--- config.mk ---
export PLATFORM = sky130hd
export DESIGN_NAME = vita49_pack64_logic
export DESIGN_NICKNAME = d
export VERILOG_FILES = /design/src/rtl/vita49_pkg.sv /design/src/rtl/vita49_ts_latch64.sv /design/src/rtl/vita49_pack64_logic.sv
export SDC_FILE = /design/constraint.sdc
export NUM_CORES = 1
export LEC_CHECK = 0
export CORE_MARGIN = 4
export CORE_UTILIZATION = 40
export DETAILED_ROUTE_END_ITERATION = 16
export HOLD_SLACK_MARGIN = 0.03
export PLACE_DENSITY = 0.74
export SETUP_SLACK_MARGIN = 0.2
export SYNTH_ARGS = -nofsm -noshare
export SYNTH_HDL_FRONTEND = slang
export SYNTH_SLANG_ARGS = --single-unit
--- constraint.sdc ---
create_clock -name AXIS_ACLK -period 4.5 [get_ports AXIS_ACLK]
set_clock_uncertainty 0.05 [all_clocks]
set_input_delay 0.45 -clock AXIS_ACLK [delete_from_list [all_inputs] [get_ports AXIS_ACLK]]
set_output_delay 0.45 -clock AXIS_ACLK [all_outputs]
set_load 0.005 [all_outputs]
--- src/rtl/vita49_pkg.sv ---
// Shared types and header helpers for the VITA-49 64-bit packetiser.
package vita49_pkg;

    typedef enum logic [2:0] {
        ST_IDLE,
        ST_HDR0,
        ST_HDR1,
        ST_HDR2,
        ST_PAY
    } state_t;

    localparam logic [3:0] PKT_TYPE = 4'h1;
    localparam logic [1:0] TSI_UTC  = 2'b01;
    localparam logic [1:0] TSF_REAL = 2'b10;

    // Packet size counts 32-bit words: three 64-bit header beats plus payload.
    function automatic logic [31:0] build_hdr(input logic [3:0] pkt_cnt, input logic [15:0] len);
        logic [15:0] size;
        size = (len + 16'd3) << 1;
        return {PKT_TYPE, 2'b00, 2'b00, TSI_UTC, TSF_REAL, pkt_cnt, size};
    endfunction

endpackage

--- src/rtl/vita49_ts_latch64.sv ---
// Two-flop retiming of the timing-unit time plus the per-packet capture register.
module vita49_ts_latch64 (
    input  logic        clk,
    input  logic        rst_n,
    input  logic [31:0] tsi,
    input  logic [63:0] tsf,
    input  logic        capture,
    output logic [31:0] tsi_lat,
    output logic [63:0] tsf_lat
);

    logic [31:0] tsi_d1, tsi_d2;
    logic [63:0] tsf_d1, tsf_d2;

    always_ff @(posedge clk or negedge rst_n) begin
        if (!rst_n) begin
            tsi_d1  <= '0;
            tsi_d2  <= '0;
            tsf_d1  <= '0;
            tsf_d2  <= '0;
            tsi_lat <= '0;
            tsf_lat <= '0;
        end else begin
            tsi_d1 <= tsi;
            tsi_d2 <= tsi_d1;
            tsf_d1 <= tsf;
            tsf_d2 <= tsf_d1;
            if (capture) begin
                tsi_lat <= tsi_d2;
                tsf_lat <= tsf_d2;
            end
        end
    end

endmodule

--- src/rtl/vita49_pack64_logic.sv ---
// Frames a raw 64-bit AXIS sample stream into VITA-49 IF-data packets
// (three header beats, then pkt_len payload beats passed straight through).
module vita49_pack64_logic
    import vita49_pkg::*;
#(
    parameter int C_AXIS_TDATA_NUM_BYTES = 8,
    parameter int C_LEN_W                = 12
) (
    input  logic                                AXIS_ACLK,
    input  logic                                AXIS_ARESETN,
    input  logic [C_AXIS_TDATA_NUM_BYTES*8-1:0] S_AXIS_TDATA,
    input  logic                                S_AXIS_TVALID,
    output logic                                S_AXIS_TREADY,
    output logic [C_AXIS_TDATA_NUM_BYTES*8-1:0] M_AXIS_TDATA,
    output logic [C_AXIS_TDATA_NUM_BYTES-1:0]   M_AXIS_TSTRB,
    output logic                                M_AXIS_TLAST,
    output logic                                M_AXIS_TVALID,
    input  logic                                M_AXIS_TREADY,
    input  logic [31:0]                         ctrl,
    input  logic [C_LEN_W-1:0]                  pkt_len,
    input  logic [31:0]                         stream_id,
    output logic [31:0]                         status,
    input  logic [31:0]                         tsi,
    input  logic [63:0]                         tsf
);

    state_t             state, state_nxt;
    logic [2:0]         ctrl_r;
    logic [C_LEN_W-1:0] len_r, len_lat, beat_cnt;
    logic [31:0]        sid_r, sid_lat;
    logic [31:0]        tsi_lat;
    logic [63:0]        tsf_lat;
    logic [3:0]         pkt_cnt;
    logic [15:0]        sent_cnt;
    logic               soft_pend, soft_req, soft_apply;
    logic               start, pay_hs, last, pkt_done;
    logic               ctrl_unused;

    assign ctrl_unused = ^ctrl[31:3];

    // A soft reset waits for the packet in flight to finish so no truncated packet escapes.
    assign soft_req   = soft_pend | ctrl_r[1];
    assign start      = (state == ST_IDLE) & ctrl_r[0] & S_AXIS_TVALID & ~soft_req;
    assign pay_hs     = (state == ST_PAY) & S_AXIS_TVALID & M_AXIS_TREADY;
    assign last       = (beat_cnt == len_lat - C_LEN_W'(1));
    assign pkt_done   = pay_hs & last;
    assign soft_apply = soft_req & ((state == ST_IDLE) | pkt_done);

    vita49_ts_latch64 u_ts (
        .clk     (AXIS_ACLK),
        .rst_n   (AXIS_ARESETN),
        .tsi     (tsi),
        .tsf     (tsf),
        .capture (start),
        .tsi_lat (tsi_lat),
        .tsf_lat (tsf_lat)
    );

    always_ff @(posedge AXIS_ACLK or negedge AXIS_ARESETN) begin
        if (!AXIS_ARESETN) begin
            state     <= ST_IDLE;
            ctrl_r    <= '0;
            len_r     <= '0;
            sid_r     <= '0;
            len_lat   <= '0;
            sid_lat   <= '0;
            beat_cnt  <= '0;
            pkt_cnt   <= '0;
            sent_cnt  <= '0;
            soft_pend <= 1'b0;
        end else begin
            state     <= state_nxt;
            ctrl_r    <= ctrl[2:0];
            len_r     <= pkt_len;
            sid_r     <= stream_id;
            soft_pend <= (soft_pend | ctrl_r[1]) & ~soft_apply;
            if (start) begin
                len_lat  <= (len_r == '0) ? C_LEN_W'(1) : len_r;
                sid_lat  <= sid_r;
                beat_cnt <= '0;
            end else if (pay_hs) begin
                beat_cnt <= beat_cnt + C_LEN_W'(1);
            end
            // Clearing outranks the end-of-packet increment.
            if (ctrl_r[2] || soft_apply) begin
                pkt_cnt  <= '0;
                sent_cnt <= '0;
            end else if (pkt_done) begin
                pkt_cnt <= pkt_cnt + 4'd1;
                if (sent_cnt != 16'hFFFF) sent_cnt <= sent_cnt + 16'd1;
            end
        end
    end

    always_comb begin
        state_nxt     = state;
        M_AXIS_TDATA  = '0;
        M_AXIS_TVALID = 1'b0;
        M_AXIS_TLAST  = 1'b0;
        S_AXIS_TREADY = 1'b0;
        case (state)
            ST_IDLE: begin
                if (start) state_nxt = ST_HDR0;
            end
            ST_HDR0: begin
                M_AXIS_TVALID = 1'b1;
                M_AXIS_TDATA  = {build_hdr(pkt_cnt, 16'(len_lat)), sid_lat};
                if (M_AXIS_TREADY) state_nxt = ST_HDR1;
            end
            ST_HDR1: begin
                M_AXIS_TVALID = 1'b1;
                M_AXIS_TDATA  = {32'h0, tsi_lat};
                if (M_AXIS_TREADY) state_nxt = ST_HDR2;
            end
            ST_HDR2: begin
                M_AXIS_TVALID = 1'b1;
                M_AXIS_TDATA  = tsf_lat;
                if (M_AXIS_TREADY) state_nxt = ST_PAY;
            end
            ST_PAY: begin
                M_AXIS_TDATA  = S_AXIS_TDATA;
                M_AXIS_TVALID = S_AXIS_TVALID;
                S_AXIS_TREADY = M_AXIS_TREADY;
                M_AXIS_TLAST  = last;
                if (pkt_done) state_nxt = ST_IDLE;
            end
            default: state_nxt = ST_IDLE;
        endcase
    end

    assign M_AXIS_TSTRB = {C_AXIS_TDATA_NUM_BYTES{M_AXIS_TVALID}};
    assign status       = {sent_cnt, 8'h00, pkt_cnt, 2'b00, ctrl_r[0], state != ST_IDLE};

endmodule

After elaboration in Yosys (flattened, before gate mapping). Index checks and enable logic that the tools add are counted.

Register bits: 415. Input bits: 240. Output and inout bits: 107. Logic and storage cells: 72.

Add/sub/neg operators: 5. Eq/ne operators: 11. Multiplexer cells: 18. Bitwise logic cells: 12. Reduce and logical (&&, ||, !) cells: 10.

Operator list (number): $pmux W64 S4 (1); $mux W16 (3); $mux W12 (3); $add A16 B1 Y16 const B (1); $ne A16 B16 Y1 const B (1); $mux W3 (5); $pmux W3 S5 (1); $add A12 B2 Y13 const B (1); $add A12 B1 Y12 const B (1); $eq A12 B12 Y1 (1); $logic_not A12 Y1 (1); $sub A12 B1 Y12 const B (1); $ne A2 B2 Y1 const B (5); $and A1 B1 Y1 (8); $mux W4 (2); $eq A3 B2 Y1 const B (2); $reduce_bool A2 Y1 (3); $reduce_and A5 Y1 (1); $add A4 B1 Y4 const B (1); $eq A3 B1 Y1 const B (1); $eq A3 B3 Y1 const B (1); $logic_not A3 Y1 (1); $reduce_bool A3 Y1 (1); $reduce_or A3 Y1 (1); other kinds (6) (9).

Longest topological paths before layout.
Word-level depth: 9. Mapped depth: 13. Mapped depth without buffers: 9.

By module. A second synthesis with hierarchy kept.

Cell total of the unflattened synthesis: 1141. Area, all modules: 15270.9 um^2.

Modules (own cells, without submodules): vita49_ts_latch64 (times used 1, cells an instance 395, area each 8569.5 um^2, seq. area each 7206.9 um^2); vita49_pack64_logic (times used 1, cells an instance 746, area each 6701.4 um^2, seq. area each 3178.0 um^2).

Worst setup path before layout. OpenSTA, ideal clock, no wires.

Path kind: flip-flop to flip-flop. From: reg len_lat[0]. To: reg sent_cnt[13]. Arrival: 3133 ps. Slack: 1244 ps. Stages on the path, launching flop included: 13. Path buffers: 3. Cell sequence: dfrtp_1 -> inv_1 -> ha_1 -> buf_1 -> nand3_1 -> a221oi_1 -> a41oi_1 -> or4_1 -> buf_2 -> o31a_1 -> buf_6 -> or4_4 -> a21oi_2.

Cells in the longest elaborated chain, start to end: 8.

RTL lines: start: declaration (line vita49_pack64_logic.sv:29) `logic [C_LEN_W-1:0] len_r, len_lat, beat_cnt;`; start signal: assignment (line vita49_pack64_logic.sv:78) `len_lat <= (len_r == '0) ? C_LEN_W'(1) : len_r;`; $sub A12 B1 Y12 * (line vita49_pack64_logic.sv:45) `assign last = (beat_cnt == len_lat - C_LEN_W'(1));`; $eq A12 B12 Y1 * (line vita49_pack64_logic.sv:45); $and A1 B1 Y1 * (line vita49_pack64_logic.sv:46) `assign pkt_done = pay_hs & last;`; $or A1 B1 Y1 (line vita49_pack64_logic.sv:47) `assign soft_apply = soft_req & ((state == ST_IDLE) | pkt_done);`; $and A1 B1 Y1 (line vita49_pack64_logic.sv:47); $logic_or A1 B1 Y1 (line vita49_pack64_logic.sv:85) `if (ctrl_r[2] || soft_apply) begin`; $reduce_bool A2 Y1 (no line); $reduce_and A2 Y1 (no line); end signal: assignment (line vita49_pack64_logic.sv:90) `if (sent_cnt != 16'hFFFF) sent_cnt <= sent_cnt + 16'd1;`; end: declaration (line vita49_pack64_logic.sv:34) `logic [15:0] sent_cnt;`.

Every way passes the cells marked *; elsewhere a longest branch is shown, timed or not. A chain may end at the register's enable or synchronous reset.

Final worst setup path.
From: reg len_lat[5]. To: out M_AXIS_TLAST.

Cells in the longest elaborated chain, start to end: 3.

RTL lines: $sub A12 B1 Y12 (line vita49_pack64_logic.sv:45); $eq A12 B12 Y1 (line vita49_pack64_logic.sv:45); $mux W1 (line vita49_pack64_logic.sv:101) `case (state)`; end: declaration (line vita49_pack64_logic.sv:16) `output logic M_AXIS_TLAST,`.

No other way between the ends.

==> run summary <==
Status - finished, final reports clean
CTS tree - done
Power share of the clock group - 43.6%
Final Critical Period - 4.02 ns
DRT iter0 DRCs - 500
Pint - 6.12 mW
DRC - 0
Number of global-route vias before repair - 11.3k
Min-delay src - pkt_len[8]
Net switching power - 1.73 mW
Synth warn - 0
Final setup TNS - 0 ns
Post-Syn Area - 15100 um2
Root buf cell - clkbuf_16
Number of synthesized flops with an enable pin - 0
Total Routing Usage GR - 18.7%
# rows - 70
Overflow after GRT - 0
Worst Reg-to-Reg Cells - 8
RSZ-0062 raised after global routing - false
FILL cells - 3115
Flops & latches, synth - 415
Post CTS Setup Buffer Count - 0
Skew-Pair Late Insertion Delay - 0.55 ns
Routed WL - 39.0 mm
Comb power frac - 6.2%
Post-DR wirelength/cell - 18.0 um
First-pass GRT wire length - 61.4 mm
Largest net degree at the start of global routing - 155
Post-Place Cell Area - 18600 um2
Maximum vdd drop - 0.308 mV
Hold depth - 1
Async S/R FF share, synth - 100%
Pwr Total - 7.85 mW
Placer Congestion - 0.838
H-tree Lvls - 2
DIE WIDTH - 202 um
Vias per inst - 5.03
DRT antenna net count - 0
Reg2Reg Setup Slack - 0.81 ns
Final period util - 89.4%
Layout cells sized above 1 - 6.67%
Non-Filler Instances - 2168
Design Area, Final - 20000 um2
Vias - 10.9k
Slowest-stage cell, CP - or4_4
Core footprint - 36900 um2
Die Y - 202 um
Count of final max-slew check failures - 0
Reg-to-reg startpoint - len_lat[5]
Total CTS buffers - 43
Fmax - 248 MHz
Net Sw Frac - 22.1%
Count of cell types in the netlist - 57
Area grow syn2layout - 32.7%
CTS Buffer Depth - 3
Kind of critical path - register to output pin
R2R Path End - sent_cnt[12]
DRT Pass-1 Iters - 5
Crit path DAT - 3.52 ns
I/O pin total - 347
Die Area - 40800 um2
Worst Setup SP - len_lat[5]
CP Capture Type - output pin
HPWL after detailed placement - 26.0 mm
Post-synthesis sequential area ratio - 68.9%
Initial antenna violation count - 8
Syn_area_per_cell - 11.2 um2
Slew Limit Headroom - 36.1%
Placed insts - 2091
Hold Vio Cnt, Final - 0
Sequential share of power - 50.1%
# Max-Cap Violations - 0
Syn Inst Count - 1347
Static Leak - 9.21 nW
HP Class - input pin to register
Clk slew on worst S/H paths - 0.06 ns
Crit path largest cell delay - 0.62 ns
Required @ worst endpoint - 4.00 ns
Least-Margin Pin Slew - 0.958 ns
CP max FO - 8
Clock Sink Count - 415
Startpoint Class - register
Initial Util - 40.9%
Hold path endpoint - len_r[8]
Critical Path, Cell by Cell - or4_4 > nor4_2 > a31oi_1 > or4_4 > nor4_2 > clkdlybuf4s50_1
Final Net Count - 1877
Input/output buffers - 307
Pwr dens - 393 nW/um2
Post-synth top flop - dfrtp_1
Finish-stage setup viols - 0
## power by group through the flow
stage	logic [mW]	clock network (mW)	registers [mW]
2_1_floorplan	0.158	0	3.97
3_3_place_gp	0.485	0	4.00
3_5_place_dp	0.491	0	4.00
4_1_cts	0.496	3.51	3.94
5_1_grt	0.543	3.68	3.95
6_report	0.490	3.43	3.94
## layer usage
metal / global-route usage (%) / wire length, um / share of wire [%] / vias to the layer above
met3: 5.74 / 3200 / 8.2 / 77
met2: 31.3 / 19000 / 49 / 388
li1: - / - / - / 5017
met5: 0 / 75 / 0.19 / -
met1: 23.5 / 15700 / 40 / 5401
met4: 5.53 / 1020 / 2.6 / 14
## synth_stat cells (all sizes together), types with 9 or more instances
| cell | number | area (um2) |
|---|---|---|
| a22o | 13 | 114 |
| nor2 | 29 | 111 |
| dfrtp | 415 | 10400 |
| clkbuf | 64 | 240 |
| nand2 | 475 | 1780 |
| buf | 30 | 203 |
| nand4 | 12 | 75.1 |
| nor3 | 10 | 50.1 |
| o21ai | 37 | 185 |
| o31ai | 9 | 67.6 |
| nand3 | 17 | 85.1 |
| nor4 | 9 | 75.1 |
| a22oi | 80 | 601 |
| inv | 9 | 33.8 |
| xnor2 | 13 | 114 |
| xor2 | 21 | 184 |
| or4 | 10 | 86.3 |
| a21oi | 23 | 123 |
## flip-flops by register name, summed over array words and instances (netlist names)
signal        cells
beat_cnt         12
ctrl_r            3
len_lat          12
len_r            12
pkt_cnt           4
sent_cnt         16
sid_lat          32
sid_r            32
soft_pend         1
state             3
u_ts.tsf_d1      64
u_ts.tsf_d2      64
u_ts.tsf_lat     64
u_ts.tsi_d1      32
u_ts.tsi_d2      32
u_ts.tsi_lat     32
## timing repair
action | 4_1_cts | 5_1_grt
resized for setup | 0 | 4
setup endpoints to repair | 0 | 1
endpoints found under the hold margin | 101 | 0
hold buffers | 1 | 0
## through the flow
stage / hold WS, ns / setup slack (ns) / util (%)
6_report: 0.285 / 0.475 / 54.2
5_1_grt: 0.251 / 0.314 / 54.2
4_1_cts: 0.254 / 0.204 / 54.2
3_5_place_dp: 0.285 / 0.726 / 50.4
3_3_place_gp: 0.282 / 0.785 / 50.4
2_1_floorplan: 0.104 / 1.24 / -
## layout by cell type, fill, tap and decap left out, drive strengths merged, types with 3 or more instances in the layout
cell,Yosys,layout
and2,4,4
xnor2,13,13
or4b,3,3
and3,6,6
clkbuf,64,57
inv,9,12
a22o,13,13
nand2,475,475
a21oi,23,23
nand3,17,17
nor4,9,9
xor2,21,21
ha,4,4
dfrtp,415,415
nor2b,4,4
or3,6,6
nor3,10,10
nor3b,4,4
o31ai,9,9
nand4,12,12
a22oi,80,80
or4,10,10
conb,1,10
o21ai,37,37
nand2b,6,6
buf,30,19
clkinv,0,13
clkdlybuf4s50,0,306
mux2i,3,3
nor2,29,29
o31a,3,3
## how the worst max path moves through the flow
| stage | endpoint | slack, ns | depth (start not counted) |
|---|---|---|---|
| 2_1_floorplan | sent_cnt[13] | 1.24 | 12 |
| 3_3_place_gp | sent_cnt[6] | 0.79 | 10 |
| 3_5_place_dp | sent_cnt[12] | 0.73 | 10 |
| 4_1_cts | M_AXIS_TLAST | 0.20 | 8 |
| 5_1_grt | M_AXIS_TLAST | 0.31 | 6 |
| 6_report | M_AXIS_TLAST | 0.48 | 6 |
## cell families after synthesis
group | after synthesis | synth area share [%]
buf+inv | 103 | 3.16
mux | 4 | 0.274
fa+ha+maj | 4 | 0.332
other cells | 1 | 0.0249
xor+xnor | 34 | 1.98
simple gates | 603 | 16.9
flops | 415 | 68.9
compound gates | 183 | 8.38
## worst max-delay path: cells and delay by family, from the launching register on
kind	cells	cell delay (ns)
DFF	1	0.51
AOI/OAI and AO/OA	1	0.10
and+or+nand+nor	4	1.78
buffers and inverters	1	0.57
## cell type report
cell class | count | area, um2 | area share [%]
Antenna cell | 1 | 2.50 | 0.0125
Clock buffer | 57 | 1210 | 6.04
Clock inverter | 18 | 163 | 0.813
Inverter | 9 | 33.8 | 0.169
Multi-Input combinational cell | 838 | 4290 | 21.4
Sequential cell | 415 | 10400 | 51.9
Tap cell | 504 | 631 | 3.15
Timing Repair Buffer | 326 | 3290 | 16.4
(Power assumes the default switching activity.)
